<file path="src/rtl/pipe_controller.sv">
// rtl/pipe_controller.sv - five-stage pipeline control: ID decode, EX/MEM/WB control registers, hazard/flush/stall
// Priority of pipe events is stall_ext > flush > load-use > jump.
module pipe_controller #(
  parameter int          ALUOP_W   = 4,
  parameter bit          HAZARD_EN = 1'b1,
  parameter logic [4:0]  LINK_REG  = 5'd31
) (
  input  logic               clk,
  input  logic               rst_n,
  input  logic [31:0]        instr_id,
  input  logic               id_valid,
  input  logic               ex_branch_taken,
  input  logic               stall_ext,
  output logic               pc_write,
  output logic               ifid_write,
  output logic               ifid_flush,
  output logic               id_jump,
  output logic               ex_valid,
  output logic               ex_reg_imm,
  output logic               ex_branch,
  output logic               ex_branch_ne,
  output logic               ex_jr,
  output logic [ALUOP_W-1:0] ex_alu_op,
  output logic               mem_valid,
  output logic               mem_read,
  output logic               mem_write,
  output logic               mem_regwrite,
  output logic [4:0]         mem_wreg,
  output logic               wb_valid,
  output logic               wb_regwrite,
  output logic               wb_memtoreg,
  output logic               wb_jal,
  output logic [4:0]         wb_wreg,
  output logic               illegal_instr
);

  localparam logic [3:0] ALU_NOP = 4'd0, ALU_ADD = 4'd1, ALU_SUB = 4'd2, ALU_AND = 4'd3,
                         ALU_OR  = 4'd4, ALU_XOR = 4'd5, ALU_NOR = 4'd6, ALU_SLT = 4'd7,
                         ALU_SLL = 4'd8, ALU_SRL = 4'd9;

  typedef struct packed {
    logic               valid;
    logic               reg_imm;
    logic               branch;
    logic               branch_ne;
    logic               jr;
    logic               mem_read;
    logic               mem_write;
    logic               memtoreg;
    logic               regwrite;
    logic               jal;
    logic [4:0]         wreg;
    logic [ALUOP_W-1:0] alu_op;
  } ex_t;

  typedef struct packed {
    logic       valid;
    logic       read;
    logic       write;
    logic       regwrite;
    logic       memtoreg;
    logic       jal;
    logic [4:0] wreg;
  } mem_t;

  typedef struct packed {
    logic       valid;
    logic       regwrite;
    logic       memtoreg;
    logic       jal;
    logic [4:0] wreg;
  } wb_t;

  ex_t  ex_q, ex_d, dec;
  mem_t mem_q, mem_d;
  wb_t  wb_q, wb_d;
  logic illegal_q, illegal_d;

  logic [5:0] opcode, funct;
  logic [4:0] rs, rt, rd;
  logic [3:0] alu;
  logic       legal, uses_rt, is_jump;
  logic       flush, load_use;
  logic       unused_shamt;

  assign opcode       = instr_id[31:26];
  assign rs           = instr_id[25:21];
  assign rt           = instr_id[20:16];
  assign rd           = instr_id[15:11];
  assign funct        = instr_id[5:0];
  assign unused_shamt = ^instr_id[10:6];

  always_comb begin
    dec     = '0;
    alu     = ALU_NOP;
    legal   = 1'b1;
    uses_rt = 1'b0;
    is_jump = 1'b0;
    case (opcode)
      6'h00: begin
        uses_rt      = 1'b1;
        dec.regwrite = 1'b1;
        dec.wreg     = rd;
        case (funct)
          6'h20: alu = ALU_ADD;
          6'h22: alu = ALU_SUB;
          6'h24: alu = ALU_AND;
          6'h25: alu = ALU_OR;
          6'h26: alu = ALU_XOR;
          6'h27: alu = ALU_NOR;
          6'h2A: alu = ALU_SLT;
          6'h00: alu = ALU_SLL;
          6'h02: alu = ALU_SRL;
          6'h08: begin
            dec.jr       = 1'b1;
            dec.regwrite = 1'b0;
            dec.wreg     = 5'd0;
          end
          default: legal = 1'b0;
        endcase
      end
      6'h08, 6'h0C, 6'h0A: begin
        alu          = (opcode == 6'h08) ? ALU_ADD : (opcode == 6'h0C) ? ALU_AND : ALU_SLT;
        dec.reg_imm  = 1'b1;
        dec.regwrite = 1'b1;
        dec.wreg     = rt;
      end
      6'h04, 6'h05: begin
        alu           = ALU_SUB;
        uses_rt       = 1'b1;
        dec.branch    = 1'b1;
        dec.branch_ne = opcode[0];
      end
      6'h23: begin
        alu          = ALU_ADD;
        dec.reg_imm  = 1'b1;
        dec.mem_read = 1'b1;
        dec.memtoreg = 1'b1;
        dec.regwrite = 1'b1;
        dec.wreg     = rt;
      end
      6'h2B: begin
        alu           = ALU_ADD;
        uses_rt       = 1'b1;
        dec.reg_imm   = 1'b1;
        dec.mem_write = 1'b1;
      end
      6'h02: is_jump = 1'b1;
      6'h03: begin
        is_jump      = 1'b1;
        dec.regwrite = 1'b1;
        dec.jal      = 1'b1;
        dec.wreg     = LINK_REG;
      end
      default: legal = 1'b0;
    endcase
    dec.valid  = 1'b1;
    dec.alu_op = ALUOP_W'(alu);
    // A write to $0 is architecturally a no-op.
    if (dec.wreg == 5'd0) dec.regwrite = 1'b0;
  end

  assign flush    = ex_q.valid && (ex_branch_taken || ex_q.jr);
  assign load_use = HAZARD_EN && ex_q.valid && ex_q.mem_read && (ex_q.wreg != 5'd0) && id_valid &&
                    ((ex_q.wreg == rs) || (uses_rt && (ex_q.wreg == rt)));

  always_comb begin
    pc_write   = 1'b1;
    ifid_write = 1'b1;
    ifid_flush = 1'b0;
    id_jump    = 1'b0;
    if (rst_n) begin
      if (stall_ext) begin
        pc_write   = 1'b0;
        ifid_write = 1'b0;
      end else if (flush) begin
        ifid_flush = 1'b1;
      end else if (load_use) begin
        pc_write   = 1'b0;
        ifid_write = 1'b0;
      end else if (id_valid && legal && is_jump) begin
        id_jump    = 1'b1;
        ifid_flush = 1'b1;
      end
    end
  end

  always_comb begin
    ex_d      = ex_q;
    mem_d     = mem_q;
    wb_d      = wb_q;
    illegal_d = illegal_q;
    if (!stall_ext) begin
      wb_d.valid     = mem_q.valid;
      wb_d.regwrite  = mem_q.regwrite;
      wb_d.memtoreg  = mem_q.memtoreg;
      wb_d.jal       = mem_q.jal;
      wb_d.wreg      = mem_q.wreg;
      mem_d.valid    = ex_q.valid;
      mem_d.read     = ex_q.mem_read;
      mem_d.write    = ex_q.mem_write;
      mem_d.regwrite = ex_q.regwrite;
      mem_d.memtoreg = ex_q.memtoreg;
      mem_d.jal      = ex_q.jal;
      mem_d.wreg     = ex_q.wreg;
      ex_d           = '0;
      illegal_d      = 1'b0;
      if (id_valid && !flush && !load_use) begin
        if (legal) ex_d = dec;
        else illegal_d = 1'b1;
      end
    end
  end

  always_ff @(posedge clk or negedge rst_n) begin
    if (!rst_n) begin
      ex_q      <= '0;
      mem_q     <= '0;
      wb_q      <= '0;
      illegal_q <= 1'b0;
    end else begin
      ex_q      <= ex_d;
      mem_q     <= mem_d;
      wb_q      <= wb_d;
      illegal_q <= illegal_d;
    end
  end

  assign ex_valid      = ex_q.valid;
  assign ex_reg_imm    = ex_q.reg_imm;
  assign ex_branch     = ex_q.branch;
  assign ex_branch_ne  = ex_q.branch_ne;
  assign ex_jr         = ex_q.jr;
  assign ex_alu_op     = ex_q.alu_op;
  assign mem_valid     = mem_q.valid;
  assign mem_read      = mem_q.read;
  assign mem_write     = mem_q.write;
  assign mem_regwrite  = mem_q.regwrite;
  assign mem_wreg      = mem_q.wreg;
  assign wb_valid      = wb_q.valid;
  assign wb_regwrite   = wb_q.regwrite;
  assign wb_memtoreg   = wb_q.memtoreg;
  assign wb_jal        = wb_q.jal;
  assign wb_wreg       = wb_q.wreg;
  assign illegal_instr = illegal_q;

endmodule
</file>
<file path="config.mk">
export PLATFORM = sky130hd
export DESIGN_NAME = pipe_controller
export DESIGN_NICKNAME = d
export VERILOG_FILES = /design/src/rtl/pipe_controller.sv
export SDC_FILE = /design/constraint.sdc
export NUM_CORES = 1
export LEC_CHECK = 0
export ABC_AREA = 1
export CAP_MARGIN = 5
export CORE_UTILIZATION = 49
export CTS_BUF_LIST = sky130_fd_sc_hd__clkbuf_2 sky130_fd_sc_hd__clkbuf_4 sky130_fd_sc_hd__clkbuf_8
export DETAILED_ROUTE_END_ITERATION = 10
export PLACE_DENSITY_LB_ADDON = 0.05
export SYNTH_ARGS = -nofsm -noshare
export SYNTH_HDL_FRONTEND = slang
export SYNTH_SLANG_ARGS = --single-unit
export TNS_END_PERCENT = 50
</file>
<file path="constraint.sdc">
create_clock -name clk -period 1.95 [get_ports clk]
set_input_delay 0.2925 -clock clk [delete_from_list [all_inputs] [get_ports clk]]
set_output_delay 0.2925 -clock clk [all_outputs]
set_load 0.02 [all_outputs]
</file>
==> results by group <==
Outcome
  – Status: complete, but fails checks
  – Failing checks: DRC, setup timing

Pwr
  – Gate power share: 17.8%
  – Switching Share: 24.8%
  – P_sw: 449 µW
  – Power Total: 1.81 mW
  – Sequential Power Share: 44.8%
  – Static leakage: 1.83 nW
  – Clock network power share: 37.4%
  – Int Power: 1.36 mW
  – Peak supply drop: 0.423 mV
  – Cell Pwr Density: 525 nW/µm²

Timing
  – Fin Clk Skew: 4.60 ps
  – RSZ-0062 raised after global routing: true
  – Hold Violations, Final: 0
  – Slew headroom: 68.1%
  – Setup ws final: -48.3 ps
  – Tmin final: 2000 ps
  – Final Slew Violations: 0
  – Setup Viol. Count Final: 3
  – Fin crit share: 102%
  – Fmax: 500 MHz
  – Slew @ Worst Pin: 479 ps

CTS
  – CTS Sinks: 38
  – Worst-case clock buffer depth: 2
  – Post-CTS Hold Fix Bufs: 0
  – H-tree depth: 2
  – Clk root buf: clkbuf_8
  – CTS clk-pin slew, worst paths: 70 ps
  – TritonCTS clock tree: yes
  – CTS Buf Count: 5
  – Clk_lat worst skew: 290 ps

Finish
  – Final #Nets: 460
  – Finished Core Util: 77.0%
  – Area of the multi-input gates: 1200 µm²
  – # fillers: 367
  – Area growth syn-to-layout: 46.6%
  – Diode count: 0
  – Register area: 957 µm²
  – Share of cells above drive strength 1: 23.6%
  – Final instance area: 3440 µm²

Placement
  – Port Buffers: 63
  – Cell Area, Placed: 3250 µm²
  – Dpl hpwl: 4810 µm
  – Routability congestion estimate: 0.905

Worst setup path
  – Worst EP arrival: 1710 ps
  – Crit path max fanout: 5
  – R2r setup slk: 220 ps
  – Crit start category: register
  – Worst path required time: 1660 ps
  – Worst Setup End Kind: primary output
  – CP Class: reg2out

Global routing
  – Vias in the first global route: 2341
  – Largest net degree at the start of global routing: 45
  – First-pass GRT wire length: 10800 µm
  – GRT Resource Usage Total: 27.7%
  – Initial antenna violation count: 0
  – Global route overflow: 0

Synth
  – Most frequent cells after synthesis: 118 x nand2_1, 38 x dfrtp_1, 31 x nor2_1
  – Post-Synthesis Cells: 324
  – Mapped Area: 2350 µm²
  – Largest cells by area after synthesis: dfrtp_1 40%, nand2_1 19%, nand3_1 5.1%, nor2_1 5.0%, inv_1 4.6%
  – Leading area contributor after synthesis: dfrtp_1
  – Register area share after synthesis: 40.5%
  – Ys flop type: dfrtp_1
  – Seq cells post-synth: 38
  – FFs w/ async S/R, synth: 100%
  – Post-synthesis cell type count: 30
  – Syn_area_per_cell: 7.25 µm²
  – Number of synthesized flops with an enable pin: 0
  – YS warnings: 0
  – Synth Net Count: 361
  – Post-synth top area share: 40.5%
  – Count leader, synth: nand2_1

Floorplanning
  – Io pins: 69
  – Die Y: 71.2 µm
  – Std-Cell Rows: 24
  – Core Box Area: 4470 µm²
  – Initial Util: 52.5%
  – Die span in x: 71.2 µm
  – Die area: 5070 µm²

Drt
  – Routed WL: 6440 µm
  – Vias per cell: 5.01
  – Drt wl/cell: 13.6 µm
  – First-pass DRT Iterations: 8
  – # DRC: 7
  – Via Count: 2378
  – ANT nets after route: 0
  – Initial DRC count: 154

Job
  – # Max-Cap Violations: 0

Hold path
  – Hold/Removal Path Class: in2async
sequential cells by signal, indices dropped and copies added (netlist names), 4 cells and up:
| register | cells |
|---|---|
| ex_q | 9 |
| mem_wreg | 5 |
| wb_wreg | 5 |
| ex_alu_op | 4 |
per-stage QoR:
step	instances	hold WS, ps	setup TNS (ps)	worst slack, ps
2_1_floorplan	324	-3.09	0	175
3_3_place_gp	463	456	-3820	-565
3_5_place_dp	463	468	-4470	-633
4_1_cts	472	157	-54.8	-20.4
5_1_grt	475	194	-427	-140
6_report	475	136	-101	-48.3
layout by cell type, fill, tap and decap left out, types with 6 or more instances in the layout:
cell type / instances
o21ai_0: 18
clkbuf_8: 6
nand3_1: 24
inv_1: 28
clkdlybuf4s50_1: 49
dfrtp_1: 33
buf_4: 47
nand2_1: 116
nor2_1: 30
nand4_1: 7
dlygate4sd2_1: 7
nand3_2: 8
final cells by class:
class | instances | area share [%]
Timing Repair Buffer | 110 | 28.5
Multi-Input combinational cell | 235 | 35.0
Inverter | 33 | 3.60
Clock inverter | 1 | 0.872
Clock buffer | 6 | 2.40
Sequential cell | 38 | 27.8
Tap cell | 52 | 1.89
worst paths after layout:
path | startpoint | end | cells after the start
worst max-delay path | ex_q[6] | ifid_write | 10
worst min-delay path | rst_n | wb_valid | 2
worst max register to register | ex_q[6] | ex_q[6] | 13
worst min register to register | ex_alu_op[0] | ex_alu_op[0] | 2
max in group asynchronous | rst_n | ex_q[7] | 2
min in group clk | ex_alu_op[0] | ex_alu_op[0] | 2
critical path, stage by stage (launching register included):
cell     delay, ps
dfrtp_2        430
inv_1           90
nand2_1         70
nand2_1         60
nor2_1         100
nand4_1        140
nand2_2        110
nand2_4         70
o21ai_2        130
nand2_2         90
buf_6          140
cells by family (layout without fill, tap and decap cells):
family	after synthesis	in the layout	share of synthesized area, %
xor gates and xnor gates	6	6	2.24
AOI/OAI and AO/OA	24	24	5.38
buffers and inverters	51	150	9.80
and+or+nand+nor	205	205	42.1
DFF	38	38	40.5
power groups by stage:
stage / logic (mW) / registers (mW) / clock network [mW]
2_1_floorplan: 0.127 / 0.833 / 0
3_3_place_gp: 0.312 / 0.823 / 0
3_5_place_dp: 0.317 / 0.823 / 0
4_1_cts: 0.318 / 0.809 / 0.680
5_1_grt: 0.352 / 0.809 / 0.719
6_report: 0.322 / 0.809 / 0.676
what timing repair did:
| item | 4_1_cts | 5_1_grt |
|---|---|---|
| setup endpoints to repair | 5 | 4 |
| endpoints found under the hold margin | 0 | 0 |
| resized for setup | 37 | 13 |
| setup buffers | 2 | 3 |
| pin swaps | 4 | 3 |
layer usage:
layer	global-route usage (%)	vias up	part of all wire, %
met2	48.8	73	52
li1	-	1201	-
met5	0	-	0
met1	33.5	1096	43
met3	4.36	8	3.6
met4	12.0	0	1.9
No activity file was read; power rests on OpenSTA's default activity.
